<file path="src/rtl/mem_access_ctrl_if.sv">
// Data-memory bus between the MEM-stage access controller and the data memory.
// The controller is the master: it owns the request, the memory returns ack/data.
interface mem_access_ctrl_if;
    logic        mem_req;
    logic        mem_we;
    logic [31:0] mem_addr;
    logic [31:0] mem_wdata;
    logic        mem_ack;
    logic [31:0] mem_rdata;

    modport master (
        output mem_req, mem_we, mem_addr, mem_wdata,
        input  mem_ack, mem_rdata
    );

    modport slave (
        input  mem_req, mem_we, mem_addr, mem_wdata,
        output mem_ack, mem_rdata
    );
endinterface

</file>
<file path="src/rtl/mem_access_ctrl.sv">
// MEM-stage controller: turns a load/store in EX/MEM into a request/ack memory
// access, freezes the pipeline while it is outstanding, and aborts on timeout.
module mem_access_ctrl #(
    parameter logic [7:0] TIMEOUT = 8'd200
) (
    input  logic                      clk,
    input  logic                      rst_n,
    input  logic                      MemReadIN,
    input  logic                      MemWriteIN,
    input  logic [31:0]               ALU_IN,
    input  logic [31:0]               readData2IN,
    input  logic                      err_clr,
    mem_access_ctrl_if.master         mem,
    output logic                      stall,
    output logic                      bubble,
    output logic [31:0]               rdata_out,
    output logic                      rdata_valid,
    output logic                      bus_error
);

    typedef enum logic [1:0] {IDLE, REQ, DONE, ERR} state_e;

    localparam logic [7:0] LAST_CNT = TIMEOUT - 8'd1;

    state_e      state_q, state_d;
    logic        mem_req_q, mem_req_d;
    logic        mem_we_q, mem_we_d;
    logic [31:0] mem_addr_q, mem_addr_d;
    logic [31:0] mem_wdata_q, mem_wdata_d;
    logic [31:0] rdata_out_q, rdata_out_d;
    logic        rdata_valid_q, rdata_valid_d;
    logic        bus_error_q, bus_error_d;
    logic [7:0]  cnt_q, cnt_d;

    logic access;
    logic illegal;

    always_comb begin
        // NOTE: every signal gets a default before the case so no path leaves one unassigned (no latch).
        state_d     = state_q;
        mem_we_d    = mem_we_q;
        mem_addr_d  = mem_addr_q;
        mem_wdata_d = mem_wdata_q;
        rdata_out_d = rdata_out_q;
        cnt_d       = cnt_q;

        access  = MemReadIN | MemWriteIN;
        illegal = (MemReadIN & MemWriteIN) | (access & (ALU_IN[1:0] != 2'b00));

        unique case (state_q)
            IDLE: begin
                if (illegal) begin
                    state_d = ERR;
                end else if (access) begin
                    mem_addr_d  = ALU_IN;
                    mem_wdata_d = readData2IN;
                    mem_we_d    = MemWriteIN;
                    cnt_d       = 8'd0;
                    state_d     = REQ;
                end
            end
            REQ: begin
                // An ack on the final wait cycle still completes the access.
                if (mem.mem_ack) begin
                    rdata_out_d = mem_we_q ? 32'd0 : mem.mem_rdata;
                    state_d     = DONE;
                end else begin
                    if (cnt_q == LAST_CNT) state_d = ERR;
                    if (cnt_q != 8'hFF)    cnt_d   = cnt_q + 8'd1;
                end
            end
            DONE:    state_d = IDLE;
            ERR:     state_d = IDLE;
            default: state_d = IDLE;
        endcase

        if (state_d == ERR) rdata_out_d = 32'd0;

        mem_req_d     = (state_d == REQ);
        rdata_valid_d = (state_d == DONE);
        // Entering or sitting in ERR overrides a simultaneous clear.
        bus_error_d   = (state_d == ERR) | (state_q == ERR) | (bus_error_q & ~err_clr);

        stall  = rst_n & (((state_q == IDLE) & access) | (state_q == REQ));
        bubble = stall;
    end

    always_ff @(posedge clk) begin
        // NOTE: non-blocking assignments so every flop samples the pre-edge values of the others.
        if (!rst_n) begin
            state_q       <= IDLE;
            mem_req_q     <= 1'b0;
            mem_we_q      <= 1'b0;
            mem_addr_q    <= 32'd0;
            mem_wdata_q   <= 32'd0;
            rdata_out_q   <= 32'd0;
            rdata_valid_q <= 1'b0;
            bus_error_q   <= 1'b0;
            cnt_q         <= 8'd0;
        end else begin
            state_q       <= state_d;
            mem_req_q     <= mem_req_d;
            mem_we_q      <= mem_we_d;
            mem_addr_q    <= mem_addr_d;
            mem_wdata_q   <= mem_wdata_d;
            rdata_out_q   <= rdata_out_d;
            rdata_valid_q <= rdata_valid_d;
            bus_error_q   <= bus_error_d;
            cnt_q         <= cnt_d;
        end
    end

    assign mem.mem_req   = mem_req_q;
    assign mem.mem_we    = mem_we_q;
    assign mem.mem_addr  = mem_addr_q;
    assign mem.mem_wdata = mem_wdata_q;
    assign rdata_out     = rdata_out_q;
    assign rdata_valid   = rdata_valid_q;
    assign bus_error     = bus_error_q;

endmodule

</file>
<file path="src/flat_wrapper.sv">
// flat-port wrapper written by rule: the top's interface ports become plain ports
module mem_access_ctrl_flat 
#(
    parameter logic [7:0] TIMEOUT = 8'd200
)
  (clk, rst_n, MemReadIN, MemWriteIN, ALU_IN, readData2IN, err_clr, stall, bubble, rdata_out, rdata_valid, bus_error, mem_mem_req, mem_mem_we, mem_mem_addr, mem_mem_wdata, mem_mem_ack, mem_mem_rdata);
  mem_access_ctrl_if mem_i ();
  input  logic clk;
  input  logic rst_n;
  input  logic MemReadIN;
  input  logic MemWriteIN;
  input  logic [31:0] ALU_IN;
  input  logic [31:0] readData2IN;
  input  logic err_clr;
  output logic stall;
  output logic bubble;
  output logic [31:0] rdata_out;
  output logic rdata_valid;
  output logic bus_error;
  output wire logic [$bits(mem_i.mem_req)-1:0] mem_mem_req;
  output wire logic [$bits(mem_i.mem_we)-1:0] mem_mem_we;
  output wire logic [$bits(mem_i.mem_addr)-1:0] mem_mem_addr;
  output wire logic [$bits(mem_i.mem_wdata)-1:0] mem_mem_wdata;
  input wire logic [$bits(mem_i.mem_ack)-1:0] mem_mem_ack;
  input wire logic [$bits(mem_i.mem_rdata)-1:0] mem_mem_rdata;
  assign mem_mem_req = mem_i.mem_req;
  assign mem_mem_we = mem_i.mem_we;
  assign mem_mem_addr = mem_i.mem_addr;
  assign mem_mem_wdata = mem_i.mem_wdata;
  assign mem_i.mem_ack = mem_mem_ack;
  assign mem_i.mem_rdata = mem_mem_rdata;
  mem_access_ctrl #(.TIMEOUT(TIMEOUT)) u_core (.clk(clk), .rst_n(rst_n), .MemReadIN(MemReadIN), .MemWriteIN(MemWriteIN), .ALU_IN(ALU_IN), .readData2IN(readData2IN), .err_clr(err_clr), .mem(mem_i), .stall(stall), .bubble(bubble), .rdata_out(rdata_out), .rdata_valid(rdata_valid), .bus_error(bus_error));
endmodule
</file>
<file path="config.mk">
export PLATFORM = sky130hd
export DESIGN_NAME = mem_access_ctrl_flat
export DESIGN_NICKNAME = d
export VERILOG_FILES = /design/src/rtl/mem_access_ctrl_if.sv /design/src/rtl/mem_access_ctrl.sv /design/src/flat_wrapper.sv
export SDC_FILE = /design/constraint.sdc
export NUM_CORES = 1
export LEC_CHECK = 0
export ABC_AREA = 1
export CORE_UTILIZATION = 25
export CTS_CLUSTER_SIZE = 28
export DETAILED_ROUTE_END_ITERATION = 8
export GPL_TIMING_DRIVEN = 0
export HOLD_SLACK_MARGIN = 0.12
export REMOVE_ABC_BUFFERS = 1
export SETUP_SLACK_MARGIN = 0.02
export SYNTH_ARGS = -nofsm -noshare
export SYNTH_HDL_FRONTEND = slang
export SYNTH_SLANG_ARGS = --single-unit
</file>
<file path="constraint.sdc">
create_clock -name clk -period 2.35 [get_ports clk]
set_input_delay 0.235 -clock clk [delete_from_list [all_inputs] [get_ports clk]]
set_output_delay 0.235 -clock clk [all_outputs]
set_load 0.02 [all_outputs]
</file>
* Word level (Yosys, flattened, before mapping) *
Cells that the tools add are included.

word-level totals
  input port bits = 102
  flip-flop bits (word level) = 110
  output and inout bits = 102

operators by class
  bitwise logic cells = 13
  eq/ne operators = 12
  add/sub/neg operators = 1
  multiplexer cells = 11
  reductions and logical operators = 8

operator list
  operator               number
  $mux W32               1
  $mux W8                4
  $pmux W8 S2            1
  $add A8 B1 Y8 const B  1
  $eq A2 B2 Y1 const B   4
  $eq A8 B8 Y1 const B   1
  $mux W2                4
  $ne A8 B8 Y1 const B   1
  $pmux W2 S3            1
  $and A1 B1 Y1          5
  $or A1 B1 Y1           5
  $reduce_and A5 Y1      1
  $eq A2 B1 Y1 const B   2
  $ne A2 B1 Y1 const B   2
  $ne A2 B2 Y1 const B   2
  $reduce_bool A2 Y1     2
  $reduce_or A2 Y1       2
  $not A1 Y1             3
  $reduce_and A3 Y1      1
  $logic_not A2 Y1       1
  $reduce_and A2 Y1      1

* Longest topological paths before layout *
Gate-level depths: netlist of run 1.

  word-level depth = 8
  depth in mapped cells = 11
  mapped depth without buffers = 9

* Worst setup path after synthesis of run 1 *
OpenSTA, ideal clock, no wires.

  kind = reg2out
  start point = register u_core.state_q[0]
  end point = output port stall
  stages on the path, launching flop included = 7
  slack = 896 ps
  arrival = 1219 ps
  cell sequence = dfxtp_1 -> inv_1 -> nand2_2 -> nor2_4 -> inv_1 -> a21oi_1 -> buf_4

on the way
  cells in the longest elaborated chain, start to end = 4
  elaborated cells on any way between the ends = 5

RTL lines
  item                    line                    source
  from (decl)             mem_access_ctrl.sv:25   state_e state_q, state_d;
  from (signal assigned)  mem_access_ctrl.sv:101  state_q <= state_d;
  $logic_not A2 Y1        mem_access_ctrl.sv:84   stall = rst_n & (((state_q == IDLE) & access) | (state_q == REQ));
  $and A1 B1 Y1           mem_access_ctrl.sv:84
  $or A1 B1 Y1 (*)        mem_access_ctrl.sv:84
  $and A1 B1 Y1 (*)       mem_access_ctrl.sv:84
  to (decl)               flat_wrapper.sv:15      output logic stall;

Mark *: on every way between the ends. The rest lies on a longest branch, timed or not.

* Final worst setup path of run 1 *
  start point = input port MemWriteIN
  end point = output port bubble

on the way
  cells in the longest elaborated chain, start to end = 4

RTL lines
  item           line                   source
  from (decl)    flat_wrapper.sv:11     input logic MemWriteIN;
  $or A1 B1 Y1   mem_access_ctrl.sv:47  access = MemReadIN | MemWriteIN;
  $and A1 B1 Y1  mem_access_ctrl.sv:84
  $or A1 B1 Y1   mem_access_ctrl.sv:84
  $and A1 B1 Y1  mem_access_ctrl.sv:84
  to (decl)      flat_wrapper.sv:16     output logic bubble;

No other way between the ends.

==> results of run 1 <==
## metrics by stage
| step | util | hold WS (ns) |
|---|---|---|
| floorplan | - | 0.363 |
| global placement | 0.384 | 0.419 |
| detailed placement | 0.385 | 0.423 |
| CTS | 0.404 | 0.299 |
| global route | 0.404 | 0.332 |
| finish | 0.404 | 0.312 |
## state kept, by name (all words and copies together) (netlist names)
| signal | count |
|---|---|
| u_core.mem.mem_addr | 32 |
| u_core.mem.mem_wdata | 32 |
| u_core.rdata_out | 32 |
| u_core.cnt_q | 8 |
| u_core.state_q | 2 |
| u_core.bus_error | 1 |
| u_core.mem.mem_req | 1 |
| u_core.mem.mem_we | 1 |
| u_core.rdata_valid | 1 |
## power by group through the flow
stage          Sequential, mW  Combinational, mW  Clock (mW)
3_5_place_dp             2.09              0.934           0
3_3_place_gp             2.08              0.935           0
2_1_floorplan            2.22              0.307           0
5_1_grt                  2.06               1.01        1.70
6_report                 2.04              0.925        1.57
4_1_cts                  2.05              0.941        1.63
## metal layers
| layer | vias up | global-route usage | routed length (µm) |
|---|---|---|---|
| met1 | 1814 | 0.176 | 5660 |
| met2 | 98 | 0.229 | 5710 |
| li1 | 2147 | - | - |
| met3 | 10 | 0.0327 | 619 |
| met5 | - | 0 | 0 |
| met4 | 0 | 0.0480 | 204 |
## path summary, 6_finish.rpt
kind,endpoint,slack [ns],start
worst min-delay path,u_core.mem.mem_addr[11],0.31,rst_n
worst max-delay path,bubble,0.15,MemWriteIN
worst max register to register,u_core.rdata_out[0],0.30,u_core.cnt_q[0]
worst min register to register,u_core.mem.mem_addr[0],0.43,u_core.mem.mem_addr[0]
## tightest hold or removal path, delay by kind of cell
kind / cells / cell delay, ns
buffers and inverters: 1 / 0.22
AO/OA/AOI/OAI: 1 / 0.12
AND/OR/NAND/NOR: 1 / 0.04
## layout by cell type, fill, tap and decap left out, types with 2 or more instances in the layout
cell type and n:
clkdlybuf4s50_1 202, nor2_2 32, o21ai_1 14, nor2_1 146, dfxtp_1 109, inv_1 48
a21oi_1 6, clkbuf_16 9, o21ai_0 117, nand2_1 25, nand2_4 2, nand4_1 5
nand3_1 7, inv_2 2, nand2_2 6, inv_6 2, nand3b_1 2
## area by class of cell
type                       instances  area, µm²  share of cell area
tap                              220        275              0.0407
timing repair buffer             204       2050               0.303
sequential                       110       2200               0.326
inverter                          52        209              0.0309
clock buffer                      10        229              0.0338
multi-input combinational        369       1740               0.257
clock inverter                     5       66.3             0.00980
## repair_timing
action                     4_1_cts  5_1_grt
buffers inserted                 0        0
resized for setup                6        0
setup endpoints to repair       72        0
## cells by family after synthesis
logic type | after synthesis | share of synthesized area
flops | 110 | 0.508
fa+ha+maj | 1 | 0.00289
simple gates | 229 | 0.234
buf+inv | 87 | 0.0927
compound gates | 139 | 0.162
==> flow_metrics.py, run 1 <==
metrics = {
    "clocking": {
        "clockBufferDepth": 2,
        "clk_latency_ns": 0.35,
        "root_buffer": "clkbuf_16",
        "cts_hold_buf": 0,
        "cts.clk_slew.worst_paths_ns": 0.08,
        "htreeDepth": 3,
        "cts_tree": "yes",
        "cts_made_buffers": 9,
        "clkSinkCount": 110,
    },
    "sta": {
        "slew_violations": 0,
        "worst_slack_ns": 0.148,
        "final.setup_skew_ns": 0.0101,
        "finalSetupViolCount": 0,
        "fmax_mhz": 454,
        "min_period_over_period": 0.937,
        "rsz0062_at_grt": "no",
        "min_period_ns": 2.20,
        "finalHoldViolCount": 0,
        "relSlewSlack": 0.334,
        "final.setup.tns_ns": 0,
        "max_slew.worst_pin.slew_ns": 0.996,
    },
    "setup_path": {
        "path_max_fanout": 3,
        "crit_type": "in2out",
        "cpMostUsedCell": "clkdlybuf4s50_1",
        "required_ns": 2.12,
        "critical_path_buf_inv_count": 3,
        "critPathSlowestCell": "clkdlybuf4s50_1",
        "critical_path_depth": 6,
        "worst-r2r-cell-count": 8,
        "worstPathCellList": "clkdlybuf4s50_1 -> nor2_1 -> nor2_4 -> inv_1 -> a21oi_1 -> clkdlybuf4s50_1",
        "cp-end-kind": "output pin",
        "start_kind": "primary input",
        "slowest_delay_ns": 0.66,
        "worstPathArrival_ns": 1.97,
        "cp_top_family": "buffers and inverters",
    },
    "power_and_ir_drop": {
        "power.density_mw_per_mm2": 671,
        "pwr-share-comb": 0.204,
        "power_frac_seq": 0.451,
        "power_mw": 4.54,
        "sw_frac_of_total": 0.279,
        "p_sw_mw": 1.27,
        "leakagePower_nw": 2.52,
        "pwr-share-clk": 0.346,
        "irDropWorstVdd_mv": 0.389,
        "power.internal_mw": 3.27,
    },
    "place": {
        "hpwlAfterDp_mm": 8.13,
        "dpl.cell_count": 955,
        "post_dp_cell_area_mm2": 0.00645,
        "place_congestion": 0.771,
        "port_buffers": 203,
        "place_ws_ns": -1.15,
    },
    "routing": {
        "antenna_left": 0,
        "drc": 0,
        "routed_via_density": 4.19,
        "via_count": 4069,
        "drt-wirelength-per-cell_um": 12.6,
        "first_pass_iters": 4,
        "drt_wl_total_mm": 12.2,
        "first_iter_violations": 141,
    },
    "grt": {
        "antenna_found_initial": 0,
        "grt_pass1_wl_mm": 19.5,
        "grt-ovfl-total": 0,
        "grt_usage": 0.139,
        "grt_max_degree": 67,
        "grt_pass1_vias": 3640,
    },
    "floorplan": {
        "die_y_um": 134,
        "die_w_um": 134,
        "row_count": 47,
        "design.core.area_mm2": 0.0168,
        "die_area_mm2": 0.0179,
        "io_pins": 204,
        "initial_core_util": 0.259,
    },
    "finish": {
        "synthToLayoutAreaGrowth_pct": 56.1,
        "stdcell_area_mm2": 0.00677,
        "final_cell_count_no_fill": 970,
        "nNetsFinal": 849,
        "fillers": 1719,
        "diodes": 0,
        "drive_gt1_frac": 0.0867,
    },
    "synth": {
        "yosys.area.top_type_share": 0.508,
        "syn_area_per_cell_um2": 7.66,
        "ys_seq_elements": 110,
        "syn_area_mm2": 0.00433,
        "synth-edff-count": 0,
        "yosys.cell_count.top_type": "nor2_1",
        "yosysWarnings": 0,
        "synth_top_cell_by_area": "dfxtp_1",
        "ys_seq_area_frac": 0.508,
        "synthTopCellsByCount": "nor2_1, o21ai_0, dfxtp_1",
        "async_reset_ff_frac": 0,
        "synth_cell_types": 27,
        "synth_cells": 566,
        "synth_flop_cell": "dfxtp_1",
        "synth.area.top_cells": "dfxtp_1, o21ai_0, nor2_1",
    },
    "outcome": {
        "status": "completed",
    },
    "min_path": {
        "worstHoldPathCells": 3,
        "min_path_type": "in2reg",
    },
    "job": {
        "maxCapViolations": 0,
    },
}
(Power assumes the default switching activity.)
==> inputs of run 2 (changes only) <==
CAP_MARGIN = 5   (was default)
GPL_ROUTABILITY_DRIVEN = 0   (was default)
REMOVE_ABC_BUFFERS = default   (was 1)
==> run 2 against run 1 <==
Sequential share of layout area shrank 0.81 points. Routed wire length increased by 5.5%. Sequential power is essentially flat. Die area did not move. Count of clock-buffer cells in the layout unchanged. Highest routed layer unchanged. Flip-flop and latch count unchanged. Clock skew decreased by 0.0016 ns. Design area rose by 2.5%. Global-route usage up 1.0 points. Via count is 2.2% higher.
==> flow_metrics.py, run 2 (synthesis gave the netlist of run 1 again) <==
metrics = {
    "outcome": {
        "status": "completed",
    },
    "finish": {
        "final_cell_mix": "clkdlybuf4s50_1, nor2_1, o21ai_0",
        "fin_util": 0.414,
        "diodes": 0,
        "seq_area_mm2": 0.00220,
        "synthToLayoutAreaGrowth_pct": 60.0,
        "fillers": 1753,
        "final_cell_count_no_fill": 1005,
        "multi_input_area_mm2": 0.00173,
        "nNetsFinal": 883,
        "final_common_cell": "clkdlybuf4s50_1",
        "drive_gt1_frac": 0.108,
    },
    "place": {
        "hpwlAfterDp_mm": 9.56,
        "dpl.cell_count": 989,
        "place_ws_ns": 0.0758,
        "port_buffers": 203,
    },
    "setup_path": {
        "cp-end-kind": "output pin",
        "cp_top_family": "buffers and inverters",
        "worstPathCellList": "clkdlybuf4s50_1 -> nor2_1 -> nor2_4 -> inv_1 -> a21oi_1 -> buf_4 -> clkdlybuf4s50_1",
        "regToRegStartpoint": "u_core.cnt_q[0]",
        "start_kind": "primary input",
        "worstPathArrival_ns": 1.99,
        "critPathSlowestCell": "clkdlybuf4s50_1",
        "slowest_delay_ns": 0.58,
        "cpMostUsedCell": "clkdlybuf4s50_1",
        "required_ns": 2.12,
        "path_max_fanout": 3,
        "critical_path_buf_inv_count": 4,
        "crit_type": "in2out",
        "cp-startpoint": "MemWriteIN",
    },
    "sta": {
        "min_period_over_period": 0.949,
        "finalSetupViolCount": 0,
        "slew_violations": 0,
        "min_period_ns": 2.23,
        "relSlewSlack": 0.592,
        "rsz0062_at_grt": "no",
        "final.setup.tns_ns": 0,
        "max_slew.worst_pin.slew_ns": 0.613,
        "final.setup_skew_ns": 0.00849,
        "worst_slack_ns": 0.120,
        "fmax_mhz": 448,
        "finalHoldViolCount": 0,
        "fin_hold_ws_ns": 0.437,
    },
    "clocking": {
        "cts.clk_slew.worst_paths_ns": 0.07,
        "cts_hold_buf": 0,
        "cts_setup_buffers": 0,
        "root_buffer": "clkbuf_16",
        "htreeDepth": 3,
        "postCtsResizedCells": 0,
        "clockBufferDepth": 2,
        "cts_tree": "yes",
        "clk_latency_ns": 0.35,
        "cts_made_buffers": 9,
        "clkSinkCount": 110,
    },
    "power_and_ir_drop": {
        "leakagePower_nw": 2.63,
        "power.density_mw_per_mm2": 656,
        "irDropWorstVdd_mv": 0.382,
    },
    "min_path": {
        "hold_start": "u_core.mem.mem_addr[0]",
        "min_path_type": "reg2reg",
    },
    "floorplan": {
        "die_area_mm2": 0.0179,
        "die_w_um": 134,
        "initial_core_util": 0.259,
        "io_pins": 204,
        "design.core.area_mm2": 0.0168,
        "row_count": 47,
        "die_y_um": 134,
    },
    "job": {
        "maxCapViolations": 0,
    },
    "routing": {
        "first_pass_iters": 4,
        "antenna_left": 0,
        "drt-wirelength-per-cell_um": 12.8,
        "drc": 0,
        "routed_via_density": 4.14,
        "drt_wl_total_mm": 12.9,
        "via_count": 4159,
        "first_iter_violations": 247,
    },
    "grt": {
        "grt_max_degree": 18,
        "grt-ovfl-total": 0,
        "grt_pass1_vias": 3977,
        "grt_usage": 0.149,
        "antenna_found_initial": 0,
        "grt_pass1_wl_mm": 20.8,
    },
    "synth": {
        "syn-num-nets": 669,
    },
}
==> run 2: worst register-to-register path: cells and delay by family (launching register included) <==
kind                       cells  cell delay, ns
adders and majority gates      1            0.22
AOI/OAI and AO/OA              1            0.13
and+or+nand+nor                5            0.80
DFF                            1            0.37
==> run 2: cell type report <==
type,count,share of cell area
Tap cell,220,0.0397
Buffer,35,0.0296
Timing Repair Buffer,203,0.293
Multi-Input combinational cell,369,0.250
Clock buffer,10,0.0330
Clock inverter,6,0.00902
Sequential cell,110,0.318
Inverter,52,0.0283
==> run 2: routing by layer <==
| layer | wire length, µm | global-route usage | share of wire |
|---|---|---|---|
| met1 | 5830 | 0.192 | 0.45 |
| met4 | 191 | 0.0518 | 0.015 |
| met3 | 966 | 0.0464 | 0.075 |
| met5 | 0 | 0 | 0 |
| met2 | 5870 | 0.234 | 0.46 |
==> run 2: final timing paths <==
path / endpoint / slack, ns / cells after the start
setup / recovery: stall / 0.12 / 7
hold / removal: u_core.mem.mem_addr[0] / 0.44 / 2
setup reg to reg: u_core.cnt_q[1] / 0.76 / 7
hold reg to reg: u_core.mem.mem_addr[0] / 0.44 / 2
==> run 2: metrics by stage <==
stage	instance area (µm²)	power (mW)
after floorplan	4330	2.58
after global placement	6640	3.07
after detailed placement	6640	3.07
after CTS	6930	4.63
after global routing	6930	4.80
final	6930	4.55
==> run 2: where the power goes <==
group,total [mW],switching (mW),internal (mW)
Sequential,2.04,0.0591,1.98
Clock,1.53,0.702,0.826
Combinational,0.978,0.493,0.485
==> inputs of run 3 (changes only) <==
GPL_TIMING_DRIVEN = default   (was 0)
==> run 3 against run 2 <==
Global-route usage is 1.1 points lower. Largest cell class is now flip-flops and latches. Largest power group unchanged. Sequential power about the same. Critical endpoint is now bubble. Clock skew shrank 0.0028 ns. Register-to-register slack got worse by 0.23 ns. Flip-flop and latch count stayed put.
==> flow_metrics.py, run 3 (synthesis gave the netlist of run 1 again) <==
metrics = {
    "outcome": {
        "status": "completed",
    },
    "setup_path": {
        "worst-r2r-cell-count": 9,
        "start_kind": "primary input",
        "worstPathArrival_ns": 1.81,
        "slowest_delay_ns": 0.63,
        "required_ns": 2.12,
        "cpMostUsedCell": "clkdlybuf4s50_1",
        "worstPathCellList": "clkdlybuf4s50_1 -> nor2_1 -> nor2_4 -> inv_1 -> a21oi_1 -> clkdlybuf4s50_1",
        "rrSetupSlack_ns": 0.53,
        "critical_path_buf_inv_count": 3,
        "crit_type": "in2out",
        "path_max_fanout": 3,
        "critPathSlowestCell": "clkdlybuf4s50_1",
        "critical_path_depth": 6,
        "cp-end-kind": "output pin",
        "cp_top_family": "buffers and inverters",
    },
    "synth": {
        "syn-num-nets": 669,
    },
    "clocking": {
        "cts_made_buffers": 9,
        "clkSinkCount": 110,
        "cts_hold_buf": 0,
        "htreeDepth": 3,
        "clk_latency_ns": 0.34,
        "cts.clk_slew.worst_paths_ns": 0.07,
        "cts_tree": "yes",
        "postCtsResizedCells": 0,
        "cts_setup_buffers": 0,
        "root_buffer": "clkbuf_16",
        "clockBufferDepth": 2,
    },
    "routing": {
        "drt_wl_total_mm": 12.0,
        "via_count": 4047,
        "routed_via_density": 4.14,
        "antenna_left": 0,
        "drc": 0,
        "drt-wirelength-per-cell_um": 12.2,
        "first_iter_violations": 179,
        "first_pass_iters": 4,
    },
    "grt": {
        "grt_pass1_vias": 3782,
        "grt_usage": 0.137,
        "grt_max_degree": 67,
        "grt_pass1_wl_mm": 19.5,
        "grt-ovfl-total": 0,
        "antenna_found_initial": 0,
    },
    "sta": {
        "rsz0062_at_grt": "no",
        "finalHoldViolCount": 0,
        "min_period_ns": 2.05,
        "fmax_mhz": 488,
        "relSlewSlack": 0.591,
        "final.setup.tns_ns": 0,
        "final.setup_skew_ns": 0.00570,
        "max_slew.worst_pin.slew_ns": 0.614,
        "min_period_over_period": 0.872,
        "slew_violations": 0,
        "finalSetupViolCount": 0,
    },
    "finish": {
        "diodes": 0,
        "final_common_cell": "clkdlybuf4s50_1",
        "drive_gt1_frac": 0.0937,
        "final_cell_mix": "clkdlybuf4s50_1, nor2_1, o21ai_0",
        "stdcell_area_mm2": 0.00679,
        "nNetsFinal": 856,
        "synthToLayoutAreaGrowth_pct": 56.8,
    },
    "floorplan": {
        "die_w_um": 134,
        "die_y_um": 134,
        "die_area_mm2": 0.0179,
        "io_pins": 204,
        "row_count": 47,
        "design.core.area_mm2": 0.0168,
        "initial_core_util": 0.259,
    },
    "place": {
        "port_buffers": 203,
        "post_dp_cell_area_mm2": 0.00652,
        "hpwlAfterDp_mm": 8.31,
    },
    "power_and_ir_drop": {
        "irDropWorstVdd_mv": 0.362,
        "leakagePower_nw": 2.54,
        "power.density_mw_per_mm2": 648,
    },
    "min_path": {
        "min_path_type": "in2reg",
        "worstHoldPathCells": 4,
    },
    "job": {
        "maxCapViolations": 0,
    },
}
==> run 3: worst paths after layout <==
check                                end                    from
setup / recovery                  bubble              MemWriteIN
hold / removal           u_core.cnt_q[1]                   rst_n
setup reg to reg     u_core.rdata_out[1]         u_core.cnt_q[0]
hold reg to reg   u_core.mem.mem_addr[1]  u_core.mem.mem_addr[1]
==> run 3: final cells by class <==
type / count / area [µm²]
Fill cell: 1756 / 9970
Sequential cell: 110 / 2200
Timing Repair Buffer: 211 / 2110
Multi-Input combinational cell: 369 / 1730
Tap cell: 220 / 275
Clock buffer: 11 / 233
Inverter: 52 / 196
Clock inverter: 5 / 45.0
==> run 3: worst reg2reg max path, delay by kind of cell, from the launching register on <==
| kind | cells | cell delay (ns) |
|---|---|---|
| DFF | 1 | 0.40 |
| adders and majority gates | 1 | 0.25 |
| buffers and inverters | 2 | 0.49 |
| and+or+nand+nor | 5 | 0.47 |
| AOI/OAI and AO/OA | 1 | 0.09 |
==> run 3: per-layer routing <==
layer	routed length [µm]	part of all wire	vias to the layer above	track usage
met2	5670	0.47	114	0.227
met4	139	0.012	0	0.0398
li1	-	-	2160	-
met1	5410	0.45	1764	0.171
met3	745	0.062	9	0.0438
met5	0	0	-	0
==> run 3: power by group <==
part	switching (mW)	internal [mW]	leakage (nW)
clock network	0.689	0.734	0.132
registers	0.0575	1.98	0.895
logic	0.477	0.462	1.51
==> run 3: stage by stage <==
step	total power [mW]	hold WS [ns]	utilization	instances	worst slack [ns]
global placement	3.03	0.422	0.389	962	0.310
CTS	4.47	0.296	0.405	978	0.298
global route	4.64	0.317	0.405	978	0.169
finish	4.40	0.313	0.405	978	0.302
floorplan	2.58	0.390	-	566	0.896
detailed placement	3.03	0.427	0.389	962	0.302
